File: src/rtl/ram_arbiter_d0_if.sv
// ram_arbiter_d0_if
// Per-requester access bundle for ram_arbiter_d0.
//   req/we/addr/wdata : request from the requester (held until gnt)
//   gnt               : access accepted this cycle
//   rvalid/rdata      : read return, one cycle after a granted read
// Modports: master = requester side, slave = arbiter side.
interface ram_arbiter_d0_if #(
  parameter int AWIDTH = 3,
  parameter int DWIDTH = 32
);
  logic              req;
  logic              we;
  logic [AWIDTH-1:0] addr;
  logic [DWIDTH-1:0] wdata;
  logic              gnt;
  logic              rvalid;
  logic [DWIDTH-1:0] rdata;

  modport master (output req, we, addr, wdata, input gnt, rvalid, rdata);
  modport slave  (input req, we, addr, wdata, output gnt, rvalid, rdata);
endinterface

File: src/rtl/ram_arbiter_d0.sv
// ram_arbiter_d0
// Two-port round-robin arbiter/sequencer for a single-port RAM bank with a
// registered read address (1-cycle read latency). m0 is the core datapath,
// m1 the DMA/loader. At most one RAM access per cycle; read data is routed
// back to the requester that issued the read.
// Ports:
//   clock, reset_n      : clock, asynchronous active-low reset
//   m0, m1              : requester buses (ram_arbiter_d0_if, slave side)
//   ram_addr/din/we     : RAM command outputs
//   ram_dout            : RAM read data (valid the cycle after the read)
//   busy                : post-reset clear sequence running, no grants
// Optional feature: define RAM_ARB_INIT_CLEAR_EN to zero the whole bank
// after every reset (DEPTH cycles, busy=1) before arbitration starts.
module ram_arbiter_d0 #(
  parameter int AWIDTH = 3,
  parameter int DWIDTH = 32
) (
  input  logic              clock,
  input  logic              reset_n,
  ram_arbiter_d0_if.slave   m0,
  ram_arbiter_d0_if.slave   m1,
  output logic [AWIDTH-1:0] ram_addr,
  output logic [DWIDTH-1:0] ram_din,
  output logic              ram_we,
  input  logic [DWIDTH-1:0] ram_dout,
  output logic              busy
);

  typedef enum logic {ST_CLEAR, ST_ARB} state_t;

  state_t state_reg, state_next;
  logic   last_reg;      // index of the most recently granted requester
  logic   rvalid0_reg;   // read tag: data on ram_dout this cycle belongs to m0
  logic   rvalid1_reg;   // read tag: data on ram_dout this cycle belongs to m1
  logic   gnt0, gnt1;

`ifdef RAM_ARB_INIT_CLEAR_EN
  localparam int DEPTH = 1 << AWIDTH;
  logic [AWIDTH-1:0] clr_cnt_reg;

  // State register with clear counter
  always_ff @(posedge clock or negedge reset_n) begin
    if (!reset_n) begin
      state_reg   <= ST_CLEAR;
      clr_cnt_reg <= '0;
    end else begin
      state_reg <= state_next;
      if (state_reg == ST_CLEAR)
        clr_cnt_reg <= clr_cnt_reg + 1'b1;
    end
  end

  // Next state: leave CLEAR right after writing the last address
  always_comb begin
    state_next = state_reg;
    if (state_reg == ST_CLEAR && clr_cnt_reg == AWIDTH'(DEPTH - 1))
      state_next = ST_ARB;
  end

  assign busy = (state_reg == ST_CLEAR);
`else
  // State register
  always_ff @(posedge clock or negedge reset_n) begin
    if (!reset_n)
      state_reg <= ST_ARB;
    else
      state_reg <= state_next;
  end

  // Next state: without the clear sequence the FSM never leaves ARB
  always_comb begin
    state_next = ST_ARB;
  end

  assign busy = 1'b0;
`endif

  // Outputs: grant and RAM command. Everything is qualified by reset_n so
  // grants and writes collapse immediately when reset is asserted.
  always_comb begin
    gnt0     = 1'b0;
    gnt1     = 1'b0;
    ram_we   = 1'b0;
    ram_addr = '0;
    ram_din  = '0;
    if (reset_n && state_reg == ST_ARB) begin
      // On contention the requester that was not granted last wins
      gnt0 = m0.req && (!m1.req || last_reg);
      gnt1 = m1.req && !gnt0;
    end
    if (gnt0) begin
      ram_we   = m0.we;
      ram_addr = m0.addr;
      ram_din  = m0.wdata;
    end else if (gnt1) begin
      ram_we   = m1.we;
      ram_addr = m1.addr;
      ram_din  = m1.wdata;
    end
`ifdef RAM_ARB_INIT_CLEAR_EN
    else if (reset_n && state_reg == ST_CLEAR) begin
      ram_we   = 1'b1;
      ram_addr = clr_cnt_reg;
    end
`endif
  end

  // Round-robin pointer and read-return tags
  always_ff @(posedge clock or negedge reset_n) begin
    if (!reset_n) begin
      last_reg    <= 1'b1;
      rvalid0_reg <= 1'b0;
      rvalid1_reg <= 1'b0;
    end else begin
      if (gnt0)
        last_reg <= 1'b0;
      else if (gnt1)
        last_reg <= 1'b1;
      rvalid0_reg <= gnt0 && !m0.we;
      rvalid1_reg <= gnt1 && !m1.we;
    end
  end

  assign m0.gnt    = gnt0;
  assign m1.gnt    = gnt1;
  assign m0.rvalid = rvalid0_reg;
  assign m1.rvalid = rvalid1_reg;
  // RAM output is steered only to the tagged requester; the other sees zero
  assign m0.rdata  = rvalid0_reg ? ram_dout : '0;
  assign m1.rdata  = rvalid1_reg ? ram_dout : '0;

endmodule
File: src/flat_wrapper.sv
// flat-port wrapper written by rule: the top's interface ports become plain ports
module ram_arbiter_d0_flat 
#(
  parameter int AWIDTH = 3,
  parameter int DWIDTH = 32
)
  (clock, reset_n, ram_addr, ram_din, ram_we, ram_dout, busy, m0_req, m0_we, m0_addr, m0_wdata, m0_gnt, m0_rvalid, m0_rdata, m1_req, m1_we, m1_addr, m1_wdata, m1_gnt, m1_rvalid, m1_rdata);
  ram_arbiter_d0_if #(.AWIDTH(AWIDTH), .DWIDTH(DWIDTH)) m0_i ();
  ram_arbiter_d0_if #(.AWIDTH(AWIDTH), .DWIDTH(DWIDTH)) m1_i ();
  input  logic clock;
  input  logic reset_n;
  output logic [AWIDTH-1:0] ram_addr;
  output logic [DWIDTH-1:0] ram_din;
  output logic ram_we;
  input  logic [DWIDTH-1:0] ram_dout;
  output logic busy;
  input wire logic [$bits(m0_i.req)-1:0] m0_req;
  input wire logic [$bits(m0_i.we)-1:0] m0_we;
  input wire logic [$bits(m0_i.addr)-1:0] m0_addr;
  input wire logic [$bits(m0_i.wdata)-1:0] m0_wdata;
  output wire logic [$bits(m0_i.gnt)-1:0] m0_gnt;
  output wire logic [$bits(m0_i.rvalid)-1:0] m0_rvalid;
  output wire logic [$bits(m0_i.rdata)-1:0] m0_rdata;
  input wire logic [$bits(m1_i.req)-1:0] m1_req;
  input wire logic [$bits(m1_i.we)-1:0] m1_we;
  input wire logic [$bits(m1_i.addr)-1:0] m1_addr;
  input wire logic [$bits(m1_i.wdata)-1:0] m1_wdata;
  output wire logic [$bits(m1_i.gnt)-1:0] m1_gnt;
  output wire logic [$bits(m1_i.rvalid)-1:0] m1_rvalid;
  output wire logic [$bits(m1_i.rdata)-1:0] m1_rdata;
  assign m0_i.req = m0_req;
  assign m0_i.we = m0_we;
  assign m0_i.addr = m0_addr;
  assign m0_i.wdata = m0_wdata;
  assign m0_gnt = m0_i.gnt;
  assign m0_rvalid = m0_i.rvalid;
  assign m0_rdata = m0_i.rdata;
  assign m1_i.req = m1_req;
  assign m1_i.we = m1_we;
  assign m1_i.addr = m1_addr;
  assign m1_i.wdata = m1_wdata;
  assign m1_gnt = m1_i.gnt;
  assign m1_rvalid = m1_i.rvalid;
  assign m1_rdata = m1_i.rdata;
  ram_arbiter_d0 #(.AWIDTH(AWIDTH), .DWIDTH(DWIDTH)) u_core (.clock(clock), .reset_n(reset_n), .m0(m0_i), .m1(m1_i), .ram_addr(ram_addr), .ram_din(ram_din), .ram_we(ram_we), .ram_dout(ram_dout), .busy(busy));
endmodule
File: config.mk
export PLATFORM = sky130hd
export DESIGN_NAME = ram_arbiter_d0_flat
export DESIGN_NICKNAME = d
export VERILOG_FILES = /design/src/rtl/ram_arbiter_d0_if.sv /design/src/rtl/ram_arbiter_d0.sv /design/src/flat_wrapper.sv
export SDC_FILE = /design/constraint.sdc
export NUM_CORES = 1
export LEC_CHECK = 0
export CAP_MARGIN = 20
export CORE_AREA = 2 2 82 84
export CTS_CLUSTER_DIAMETER = 60
export DETAILED_ROUTE_END_ITERATION = 6
export DIE_AREA = 0 0 84 86
export GPL_TIMING_DRIVEN = 0
export PLACE_DENSITY = 0.77
export SLEW_MARGIN = 20
export SYNTH_ARGS = -nofsm -noshare
export SYNTH_HDL_FRONTEND = slang
export SYNTH_SLANG_ARGS = --single-unit
File: constraint.sdc
create_clock -name clock -period 1.31 [get_ports clock]
set_input_delay 0.131 -clock clock [delete_from_list [all_inputs] [get_ports clock]]
set_output_delay 0.131 -clock clock [all_outputs]
set_load 0.005 [all_outputs]
# After elaboration in Yosys (flattened, before gate mapping)
# Cells that the tools add are included.
[word_totals]
output_inout_bits = 105
memories = 0
ff_bits = 3
latch_bits = 0
wordCells = 25
inputBits = 108
rom_bits = 0
ramBits = 0
[classes]
eq_ne = 0
reduce_logical = 10
n_mux = 12
mul = 0
magnitude_cmp = 0
n_shift = 0
div_mod_pow = 0
n_addsub = 0
bitwise = 0
[op_table]
columns = ["cell", "n"]
rows = [
  ["32-bit 2-to-1 mux", 4],
  ["1-bit 2-to-1 mux", 6],
  ["3-bit 2-to-1 mux", 2],
  ["1-bit logical AND", 4],
  ["1-bit logical NOT", 4],
  ["2-bit nonzero test", 1],
  ["1-bit logical OR", 1],
]

# Longest topological paths before layout
# Gate-level depths: netlist (run 1).
[depth]
depth_word = 8
mapped_depth = 4

# Worst setup path before layout (run 1)
# OpenSTA, ideal clock, no wires.
[synth_timing]
path_kind = "register to output"
from = "reg u_core.last_reg"
to = "out ram_din[23]"
path_stages_with_launch = 5
arrival_ns = 1.094
path_buffers = 2
slack_ns = 0.085
required_ns = 1.179
path_cell_list = "dfstp_2 -> nor2b_1 -> buf_6 -> buf_6 -> o32ai_2"
[synth_via]
elab_chain_len = 7
[synth_lines]
columns = ["item", "line", "text"]
rows = [
  ["start: declaration", "ram_arbiter_d0.sv:32", "logic last_reg;"],
  ["start signal: assignment", "ram_arbiter_d0.sv:111", "last_reg <= 1'b1;"],
  ["start signal: assignment", "ram_arbiter_d0.sv:116", "last_reg <= 1'b0;"],
  ["start signal: assignment", "ram_arbiter_d0.sv:118", "last_reg <= 1'b1;"],
  ["1-bit logical OR *", "ram_arbiter_d0.sv:88", "gnt0 = m0.req && (!m1.req || last_reg);"],
  ["1-bit logical AND *", "ram_arbiter_d0.sv:88", ""],
  ["1-bit logical NOT", "ram_arbiter_d0.sv:89", "gnt1 = m1.req && !gnt0;"],
  ["1-bit logical AND", "ram_arbiter_d0.sv:89", ""],
  ["1-bit 2-to-1 mux", "ram_arbiter_d0.sv:86", "if (reset_n && state_reg == ST_ARB) begin"],
  ["32-bit 2-to-1 mux", "ram_arbiter_d0.sv:95", "end else if (gnt1) begin"],
  ["32-bit 2-to-1 mux *", "ram_arbiter_d0.sv:91", "if (gnt0) begin"],
  ["end: declaration", "flat_wrapper.sv:13", "output logic [DWIDTH-1:0] ram_din;"],
]
# Mark *: on every way between the ends. The rest lies on a longest branch, timed or not.

# Final worst setup path (run 1)
# Same ends and word-level chain as after synthesis.

==> reports/results.tsv, run 1 <==
stage	metric	value	unit
run_status	violations	setup timing	
clock_tree	htree_num_levels	1	
synthesis	synth_top_area_share	0.299	
timing	period_needed	1.61	ns
layout	nets	576	
setup_path	cp-end-kind	output pin	
grt	track_usage	0.216	
layout	fin_cells	544	
placement	place.gp.congestion	0.802	
grt	grt_pass1_wl	12800	um
routing	routed_wirelength	8820	um
synthesis	seq_area_frac_synth	0.0571	
synthesis	yosys_warnings	0	
timing	finalWorstSetupSlack	-0.301	ns
timing	fin_hold_ws	0.0650	ns
layout	fill_cells	543	
grt	antenna_found_initial	0	
routing	wire_per_inst	16.2	um
clock_tree	cts_buffers	3	
timing	finalSetupViolCount	83	
power	power	1.76	mW
synthesis	synth_cell_types	18	
timing	fin_skew	0.00105	ns
layout	mostFrequentLayoutCells	clkdlybuf4s50_1 (105), nand2_1 (73), buf_6 (66)	
die	io_pins	213	
clock_tree	cts_buffer_depth	2	
timing	finalCritPeriodShare	1.23	
power	power_density	412	nW/um2
clock_tree	cts_tree	done	
setup_path	worstPathRequired	1.18	ns
layout	syn_to_final_growth	219	%
setup_path	worstSetupStartpointType	flop	
die	die-height	86	um
clock_tree	clk_pin_slew	0.03	ns
power	max-vdd-ir-drop	0.266	mV
synthesis	synth_area	1340	um2
synthesis	syn_inst	212	
synthesis	synth_area_leader_cell	and2_1	
routing	drt_iter0_drc	49	
placement	portBuffers	211	
grt	first_global_vias	2732	
run_status	outcome	finished with violations	
routing	drc	0	
setup_path	worstSetupPathType	reg2out	
setup_path	crit_fanout	5	
timing	hold_viol_final	0	
layout	drive_gt1_frac	0.499	
clock_tree	clock_sinks	3	
routing	dr_total_vias	2619	
routing	ant_nets	0	
run	cap_violations	0	
timing	drv_slew	0	
layout	layout_commonest_cell	clkdlybuf4s50_1	
routing	drt_pass1_iterations	4	
grt	grt_overflow	0	
synthesis	syn-num-nets	320	
layout	antenna_cells	0	
placement	placed_cells	500	
grt	grt_max_degree	11	
die	dieArea	7220	um2
synthesis	synth_seq_cells	3	
die	die_w	84	um
timing	fmax	621	MHz
die	core	6280	um2
routing	vias_per_cell	4.81	
die	rows	29	
timing	rsz0062_at_grt	true	
die	start_util	0.213	
placement	dp_hpwl	6170	um
min_path	hold_path.class	in2async	
power	leakagePower	2.17	nW
synthesis	avgSynthCellArea	6.31	um2
setup_path	worst_ep_arrival_time	1.48	ns
synthesis	synth.area.top_cells	and2_1 (30%), nand2_1 (20%), o32ai_1 (18%)	
clock_tree	clk_latency	0.22	ns
clock_tree	ctsRootBufferMaster	clkbuf_8	
Yosys cell counts:
master and number:
buf_4 4, nand2_1 73, and2_1 64, conb_1 1, o32ai_2 8, nor2_1 2, o32ai_1 28, nor3_1 2
buf_6 4, inv_1 1, dfrtp_1 2, buf_2 12, a22o_1 1, inv_2 1, nor2b_1 1, dfstp_2 1
clkbuf_1 6, a21bo_1 1
critical path: stages (launching register included):
cell     delay (ns)
dfstp_2        0.56
a21bo_1        0.15
buf_6          0.13
buf_12         0.12
buf_12         0.10
o32ai_2        0.05
buf_2          0.13
report_power, final:
group,internal [mW],switching (mW)
sequential,0.107,0.0162
clock,0.208,0.0614
combinational,0.842,0.521
metal layers:
metal | track usage | up-vias | wire length (um)
met5 | 0 | - | 0
met4 | 0.0645 | 0 | 221
met1 | 0.200 | 1221 | 2890
li1 | - | 1238 | -
met3 | 0.0529 | 18 | 676
met2 | 0.457 | 142 | 5040
metrics by stage:
step	worst slack [ns]	instance area, um2	setup TNS [ns]	utilization
after floorplan	0.0847	1340	0	-
after global placement	-0.880	3550	-43.42	0.565
after detailed placement	-0.879	3550	-43.83	0.565
after CTS	-0.306	3850	-15.04	0.613
after global routing	-0.368	4260	-18.07	0.679
final	-0.301	4260	-13.69	0.679
area by class of cell:
class	instances	area (um2)	share of cell area
Timing Repair Buffer	255	2400	0.563
Multi-Input combinational cell	181	1410	0.330
Buffer	22	226	0.0532
Tap cell	77	96.3	0.0226
Sequential cell	3	78.8	0.0185
Clock buffer	4	45.0	0.0106
Inverter	2	7.51	0.00176
path summary, 6_finish.rpt:
path                            startpoint                to  slack (ns)  cells after the start
setup / recovery           u_core.last_reg       ram_din[23]       -0.30                      6
hold / removal                     reset_n   u_core.last_reg        0.07                      1
setup reg to reg           u_core.last_reg  u_core.m0.rvalid        0.09                      4
hold reg to reg            u_core.last_reg   u_core.last_reg        0.60                      1
max in group asynchronous          reset_n  u_core.m0.rvalid        0.67                      2
min in group clock                   m1_we  u_core.m1.rvalid        0.50                      2
kinds of logic (layout without fill, tap and decap cells):
family,after synthesis,after routing,share of synthesized area
flip-flops,3,3,0.0571
AND/OR/NAND/NOR,142,142,0.522
buffers and inverters,28,283,0.123
AO/OA/AOI/OAI,38,38,0.295
other,1,1,0.00280
repair_timing:
| action | in CTS | in global routing |
|---|---|---|
| setup buffers | 19 | 18 |
| endpoints found under the setup margin | 104 | 93 |
| resized for setup | 394 | 148 |
| hold endpoints to repair | 2 | 0 |
| cloned | 6 | 2 |
| hold buffers | 1 | 0 |
| pin swaps | 28 | 4 |
Power figures use the tool's default switching activity.
==> run 2: changes to the inputs <==
CAP_MARGIN = 15   (was 20)
==> results of run 2 <==
The final DEF is identical to that of run 1; final timing and power are the same.
==> run 3: changes to the inputs <==
HOLD_SLACK_MARGIN = 0.05   (was default)
REMOVE_ABC_BUFFERS = 1   (was default)
==> run 3 against run 2 <==
Against the previous run: the flow still finishes with violations (setup timing); via count down 5.7%; largest power group unchanged; highest routed layer unchanged; critical path type unchanged; setup slack worse by 0.010 ns; critical path depth down 1; utilization down 1.0 points; sequential power about the same; register-to-register slack worse by 0.06 ns; non-clock buffer count down 22; largest cell class unchanged; hold slack better by 0.076 ns; total power up 3.3%.
==> reports/results.tsv, run 3 (synthesis gave the netlist of run 1 again) <==
stage	metric	value	unit	change
run_status	outcome	finished with violations		
run_status	violations	setup timing		
power	combPwrFrac	0.779		+0.003
setup_path	worstSetupStartpointType	flop		
grt	track_usage	0.211		-0.00475
timing	fin_skew	0.000513	ns	-0.000537 ns
setup_path	critPathBufInv	3		-1
clock_tree	ctsHoldBuffers	0		-1
setup_path	max_stage_delay	0.58	ns	+0.02 ns
clock_tree	cts_tree	done		
power	seqPwrFrac	0.068		-0.002
setup_path	worstSetupPathType	reg2out		
layout	drive_gt1_frac	0.529		+0.0302
routing	wire_per_inst	16.5	um	+2.0%
grt	grt_pass1_wl	12200	um	-4.6%
routing	vias_per_cell	4.72		-1.9%
die	die_w	84	um	unchanged
setup_path	cp-end-kind	output pin		
timing	finalWorstSetupSlack	-0.311	ns	-0.0105 ns
min_path	hold_path.class	in2async		
routing	drt_iter0_drc	25		-49%
routing	routed_wirelength	8650	um	-1.9%
setup_path	worst_ep_arrival_time	1.49	ns	about the same
routing	dr_total_vias	2469		-5.7%
routing	ant_nets	0		unchanged
power	internal-power	1.18	mW	+1.9%
routing	drt_pass1_iterations	4		unchanged
timing	rsz0062_at_grt	true		
placement	dp_hpwl	5510	um	-11%
layout	antenna_cells	0		unchanged
power	netSwitchingFraction	0.350		+0.00907
timing	hold_viol_final	0		unchanged
routing	drc	0		unchanged
layout	syn_to_final_growth	214	%	
clock_tree	clk_latency	0.22	ns	about the same
power	p_switching	0.635	mW	+6.1%
layout	fill_cells	551		+1.5%
grt	antenna_found_initial	0		unchanged
grt	grt_max_degree	41		+30
clock_tree	clock_sinks	3		unchanged
power	power_density	432	nW/um2	+4.9%
grt	grt_overflow	0		unchanged
run	cap_violations	0		unchanged
power	max-vdd-ir-drop	0.276	mV	+3.8%
power	leakagePower	1.91	nW	-12%
timing	finalSetupViolCount	76		-8.4%
setup_path	slowest_stage	dfstp_2		
setup_path	worstPathRequired	1.18	ns	about the same
grt	first_global_vias	2542		-7.0%
die	dieArea	7220	um2	unchanged
clock_tree	cts_buffers	3		unchanged
die	io_pins	213		unchanged
placement	portBuffers	211		unchanged
die	die-height	86	um	unchanged
die	core	6280	um2	unchanged
layout	fin_cells	523		-3.9%
power	clockPowerShare	0.152		about the same
clock_tree	htree_num_levels	1		unchanged
timing	tns	-14.63	ns	-0.938 ns
clock_tree	ctsRootBufferMaster	clkbuf_8		
setup_path	crit_fanout	6		+1
layout	layout_commonest_cell	clkdlybuf4s50_1		
layout	nets	555		-3.6%
setup_path	worstPathCellList	buf_6, a21bo_4, buf_12, o32ai_2, buf_2		
layout	mostFrequentLayoutCells	clkdlybuf4s50_1 (104), nand2_1 (73), buf_6 (69)		
layout	final_util	0.668		-0.0104
timing	drv_slew	0		unchanged
die	rows	29		unchanged
timing	period_needed	1.62	ns	+0.0105 ns
timing	finalCritPeriodShare	1.24		+0.00801
clock_tree	clk_pin_slew	0.03	ns	about the same
placement	placed_cells	476		-4.8%
clock_tree	cts_buffer_depth	2		unchanged
die	start_util	0.213		unchanged
placement	place.gp.congestion	0.756		-5.8%
timing	fmax	617	MHz	-0.65%
setup_path	cp_top_family	flip-flops		
placement	dp_slack	-0.983	ns	-0.104 ns
-- run 3: timing repair --
item	4_1_cts	5_1_grt
setup buffers	38	9
resized for setup	465	119
gates cloned	5	2
pin swaps	21	20
endpoints found under the setup margin	105	98
-- run 3: power groups by stage --
stage | clock network, mW | logic (mW) | registers, mW
6_report | 0.276 | 1.41 | 0.124
5_1_grt | 0.288 | 1.50 | 0.126
4_1_cts | 0.282 | 1.26 | 0.121
3_5_place_dp | 0 | 1.02 | 0.135
3_3_place_gp | 0 | 0.986 | 0.130
2_1_floorplan | 0 | 0.288 | 0.122
-- run 3: worst register-to-register path, cell delays in order, from the launching register on --
cell       delay (ns)
dfstp_2          0.58
nor2b_4          0.08
clkbuf_16        0.18
buf_4            0.15
a22o_1           0.22
-- run 3: path summary, 6_finish.rpt --
check                           slack, ns          endpoint            start  cells after the start
worst max-delay path                -0.31        ram_din[8]  u_core.last_reg                      5
min in group clock                   0.48  u_core.m0.rvalid            m0_we                      2
max in group asynchronous            0.94   u_core.last_reg          reset_n                      2
worst max register to register       0.03   u_core.last_reg  u_core.last_reg                      4
worst min register to register       0.95   u_core.last_reg  u_core.last_reg                      4
worst min-delay path                 0.14  u_core.m1.rvalid          reset_n                      2
-- run 3: layout make-up --
type	count	area, um2	share of cell area
Timing Repair Buffer	255	2430	0.580
Multi-Input combinational cell	182	1520	0.363
Tap cell	77	96.3	0.0230
Sequential cell	3	83.8	0.0200
Clock buffer	4	45.0	0.0107
Inverter	2	12.5	0.00298
-- run 3: metrics by stage --
step                      total power, mW  hold WS [ns]  cell area [um2]
after floorplan                     0.410        -0.165             1180
after global placement               1.12         0.554             3390
after detailed placement             1.15         0.578             3430
after CTS                            1.67         0.139             3930
after global routing                 1.91         0.177             4200
final                                1.81         0.141             4200
-- run 3: layer usage --
| layer | wire (um) | track usage | vias up |
|---|---|---|---|
| met5 | 0 | 0 | - |
| met4 | 148 | 0.0469 | 0 |
| met3 | 647 | 0.0443 | 10 |
| met2 | 5060 | 0.471 | 140 |
| met1 | 2800 | 0.188 | 1123 |
| li1 | - | - | 1196 |
